## src/rtl/bundle_seq.sv

```systemverilog
// Sequencer for the per-dimension bipolar vote counter: clears it, issues the
// programmed store beats from participating cores, then returns the majority sign.
module bundle_seq #(
    parameter int CORENUM = 32,
    parameter int W       = 30,
    parameter int LAT     = 4
) (
    input  logic               clk,
    input  logic               rst,
    input  logic               start,
    input  logic [W-1:0]       num_items,
    input  logic [CORENUM-1:0] core_mask,
    input  logic               item_valid,
    output logic               item_ready,
    output logic               cnt_clr,
    output logic               store_flag,
    output logic [CORENUM-1:0] store,
    input  logic               sign_bit,
    output logic               res_valid,
    input  logic               res_ready,
    output logic               res_bit,
    output logic               busy,
    output logic               done
);

    localparam int DW = (LAT > 1) ? $clog2(LAT) : 1;

    typedef enum logic [2:0] {
        S_IDLE,
        S_CLEAR,
        S_RUN,
        S_DRAIN,
        S_HOLD
    } state_t;

    state_t             state_q, state_d;
    logic [W-1:0]       remaining_q, remaining_d;
    logic [CORENUM-1:0] mask_q, mask_d;
    logic [DW-1:0]      drain_cnt_q, drain_cnt_d;
    logic               res_bit_q, res_bit_d;
    logic               res_valid_q, res_valid_d;

    always_ff @(posedge clk or posedge rst) begin
        if (rst) begin
            state_q     <= S_IDLE;
            remaining_q <= '0;
            mask_q      <= '0;
            drain_cnt_q <= '0;
            res_bit_q   <= 1'b0;
            res_valid_q <= 1'b0;
        end else begin
            state_q     <= state_d;
            remaining_q <= remaining_d;
            mask_q      <= mask_d;
            drain_cnt_q <= drain_cnt_d;
            res_bit_q   <= res_bit_d;
            res_valid_q <= res_valid_d;
        end
    end

    always_comb begin
        state_d     = state_q;
        remaining_d = remaining_q;
        mask_d      = mask_q;
        drain_cnt_d = drain_cnt_q;
        res_bit_d   = res_bit_q;
        res_valid_d = res_valid_q;
        cnt_clr     = 1'b0;
        item_ready  = 1'b0;
        store_flag  = 1'b0;
        store       = '0;
        done        = 1'b0;
        busy        = (state_q != S_IDLE);

        case (state_q)
            S_IDLE: begin
                cnt_clr = 1'b1;
                if (start) begin
                    remaining_d = num_items;
                    mask_d      = core_mask;
                    state_d     = S_CLEAR;
                end
            end
            S_CLEAR: begin
                cnt_clr = 1'b1;
                if (remaining_q == '0) begin
                    // Empty job still waits the full drain so the capture
                    // path is identical to a normal job.
                    drain_cnt_d = DW'(LAT - 1);
                    state_d     = S_DRAIN;
                end else begin
                    state_d = S_RUN;
                end
            end
            S_RUN: begin
                item_ready = 1'b1;
                if (item_valid) begin
                    store_flag  = 1'b1;
                    store       = mask_q;
                    remaining_d = remaining_q - W'(1);
                    if (remaining_q == W'(1)) begin
                        drain_cnt_d = DW'(LAT - 1);
                        state_d     = S_DRAIN;
                    end
                end
            end
            S_DRAIN: begin
                if (drain_cnt_q == '0) begin
                    res_bit_d   = sign_bit;
                    res_valid_d = 1'b1;
                    state_d     = S_HOLD;
                end else begin
                    drain_cnt_d = drain_cnt_q - DW'(1);
                end
            end
            S_HOLD: begin
                if (res_ready) begin
                    done        = 1'b1;
                    res_valid_d = 1'b0;
                    state_d     = S_IDLE;
                end
            end
            default: state_d = S_IDLE;
        endcase
    end

    assign res_bit   = res_bit_q;
    assign res_valid = res_valid_q;

endmodule

```

## config.mk

```make
export PLATFORM = sky130hd
export DESIGN_NAME = bundle_seq
export DESIGN_NICKNAME = d
export VERILOG_FILES = /design/src/rtl/bundle_seq.sv
export SDC_FILE = /design/constraint.sdc
export NUM_CORES = 1
export LEC_CHECK = 0
export BUFFER_PORTS_ARGS = -buffer_cell sky130_fd_sc_hd__buf_4
export CAP_MARGIN = 20
export CORE_MARGIN = 2
export CORE_UTILIZATION = 45
export DETAILED_ROUTE_END_ITERATION = 8
export PLACE_DENSITY_LB_ADDON = 0.2
export RECOVER_POWER = 50
export SLEW_MARGIN = 15
export SYNTH_ARGS = -nofsm -noshare
export SYNTH_HDL_FRONTEND = slang
export SYNTH_SLANG_ARGS = --single-unit
```

## constraint.sdc

```tcl
create_clock -name clk -period 6.6 [get_ports clk]
set_input_delay 0.33 -clock clk [delete_from_list [all_inputs] [get_ports clk]]
set_output_delay 0.33 -clock clk [all_outputs]
set_load 0.05 [all_outputs]
```

==> metrics.txt <==
Reg2Reg Setup Slack 2.11 ns; Port Buf Inserts 106; Overall Global Routing Usage 0.222; root buffer cell clkbuf_8; worst-skew pair later-pin latency 0.34 ns; Pwr Density 513 mW/mm2; asr flop ratio synth 1.00; maximum vdd drop 0.286 mV; Worst Tran Pin Value 3.74 ns; Top Ports 107; dpl ws 3.77 ns; Die Y-Extent 96.3 um; Critical Path AT 4.36 ns; Final min period 4.69 ns; sequential area share after synthesis 0.450; worst path required time 6.27 ns; Synth Instances 400; worst hold path class input port to register; Worst slew margin -1.49; yosys warns 0; first-pass GRT wire length 15.9 mm; status complete, but fails checks; final hold vios 0; FF+latch count, synth 69; setup ws final 1.91 ns; initial antenna violation count 0; Post-synth EDFFs 0; fraction of layout instances using a drive strength above 1 0.326; syn avg cell area 9.59 um2; Post-Syn Area 0.00384 mm2; # hold bufs at CTS 0; grt total ovfl 0; Final Util 0.592; full die area 0.00928 mm2; Residual DRC 0; Longest Clk Path Bufs 2; pin count of the biggest net entering global routing 79; CP Max Fanout 78; via count 3484; Vias/cell 5.76; critical path start-end classification register to primary output; Iter 0 DRT Violations 201; gpl congestion 0.830; maximum operating frequency 213 MHz; clock skew 0.00712 ns; Setup Fix Bufs, Post-CTS 0; syn nets 471; Primary FF master, synth dfrtp_1; Clock transition at path regs 0.08 ns; Setup violations, final 0; final slew viol count 150; number of global-route vias before repair 3362; Starting Density 0.465; Leak Pwr 0.00221 uW; diode count 0; crit path capture type primary output; failing checks max-capacitance violations, max-slew violations; RSZ-0062 raised after global routing no; Startpoint Class register; Max-cap violations 3; Cell variety after synth 56; core area 0.00826 mm2; Post-Route WL 9.78 mm; post-DP HPWL 6.61 mm; nets 566; Area growth, synth to finish 27.4%; Routed Antenna Nets 0; setup TNS 0 ns; CTS buffer count 9; Gates resized, CTS repair 0; # fillers 763; H-tree depth 3; period utilization 0.711; per-cell routed wire length 16.2 um; TritonCTS clock tree built; row cnt 33; DRT Pass-1 Iters 4; Chip Width 96.3 um; TritonCTS sink count 69
-- final timing paths --
path / startpoint / cells past startpoint / to
max in group asynchronous: rst / 3 / mask_q[31]$_DFFE_PP0P_
max: state_q[0]$_DFFE_PP0P_ / 6 / store[2]
max reg2reg: state_q[0]$_DFFE_PP0P_ / 7 / mask_q[27]$_DFFE_PP0P_
min in group asynchronous: rst / 3 / mask_q[20]$_DFFE_PP0P_
min: res_ready / 2 / state_q[2]$_DFFE_PP0P_
min reg2reg: mask_q[16]$_DFFE_PP0P_ / 1 / mask_q[16]$_DFFE_PP0P_
-- cells in the mapped netlist (8+ instances only) --
cell,n,share of area
and3_1,36,0.059
nand2_1,28,0.027
nor2_1,25,0.024
nand3_1,10,0.013
clkbuf_1,19,0.019
inv_1,8,0.0078
dfrtp_1,69,0.45
nor3_1,19,0.025
o21ai_0,26,0.034
nor4_1,10,0.016
mux2_2,33,0.097
a21oi_1,28,0.037
-- flip-flops by register name (all words and copies together), names as in the netlist --
| name | cells |
|---|---|
| res_bit | 1 |
| remaining_q | 30 |
| res_valid | 1 |
| state_q | 3 |
| drain_cnt_q | 2 |
| mask_q | 32 |
-- final cells by class --
class / count / area, um2 / area share
Inverter: 8 / 31.3 / 0.00640
Timing Repair Buffer: 111 / 800 / 0.164
Tap cell: 105 / 131 / 0.0269
Clock inverter: 6 / 110 / 0.0225
Clock buffer: 10 / 138 / 0.0282
Multi-Input combinational cell: 296 / 1950 / 0.399
Sequential cell: 69 / 1730 / 0.353
-- report_power, final --
part	total [uW]	leakage, uW	internal [uW]	switching (uW)
logic	1260	0.00129	492	764
clock network	427	0.000119	261	167
registers	823	0.000803	634	188
-- kinds of logic (layout without fill, tap and decap cells) --
logic type	count (synthesis)	after routing	share of synthesized area
AOI/OAI and AO/OA	96	96	0.158
adders and majority gates	3	3	0.00978
and+or+nand+nor	161	161	0.236
DFF	69	69	0.450
buffers and inverters	35	135	0.0414
muxes	36	36	0.105
-- critical path, cell delays in order (launching register included) --
cell      delay (ns)
dfrtp_1         0.60
nor2_1          0.13
nand2_1         0.10
clkbuf_1        1.16
clkinv_2        1.27
and3_1          0.57
buf_4           0.20
-- cells in the final DEF (no fill, tap or decap), drive strengths merged, types with 5 or more instances in the layout --
| cell type | instances |
|---|---|
| and3 | 36 |
| nand4 | 5 |
| o22ai | 5 |
| a211oi | 5 |
| mux2 | 33 |
| inv | 7 |
| nor4 | 11 |
| nand2 | 28 |
| or3 | 7 |
| dfrtp | 69 |
| nand3 | 10 |
| nor2 | 26 |
| a2bb2oi | 5 |
| a21oi | 28 |
| nor3 | 20 |
| clkbuf | 20 |
| o21ai | 26 |
| buf | 101 |
-- through the flow --
stage / area (um2) / hold slack [ns] / power [uW] / instances
after floorplan: 3840 / 0.437 / 1780 / 400
after global placement: 4680 / 0.481 / 2060 / 589
after detailed placement: 4680 / 0.488 / 2090 / 589
after CTS: 4930 / 0.172 / 2530 / 605
after global routing: 4890 / 0.194 / 2690 / 605
final: 4890 / 0.181 / 2510 / 605
-- per-layer routing --
metal	vias to the layer above	track usage	part of all wire
met2	103	0.338	0.47
met4	0	0.0869	0.022
met1	1682	0.297	0.44
met5	-	0	0
li1	1682	-	-
met3	17	0.0673	0.071
No activity file was read; power rests on OpenSTA's default activity.
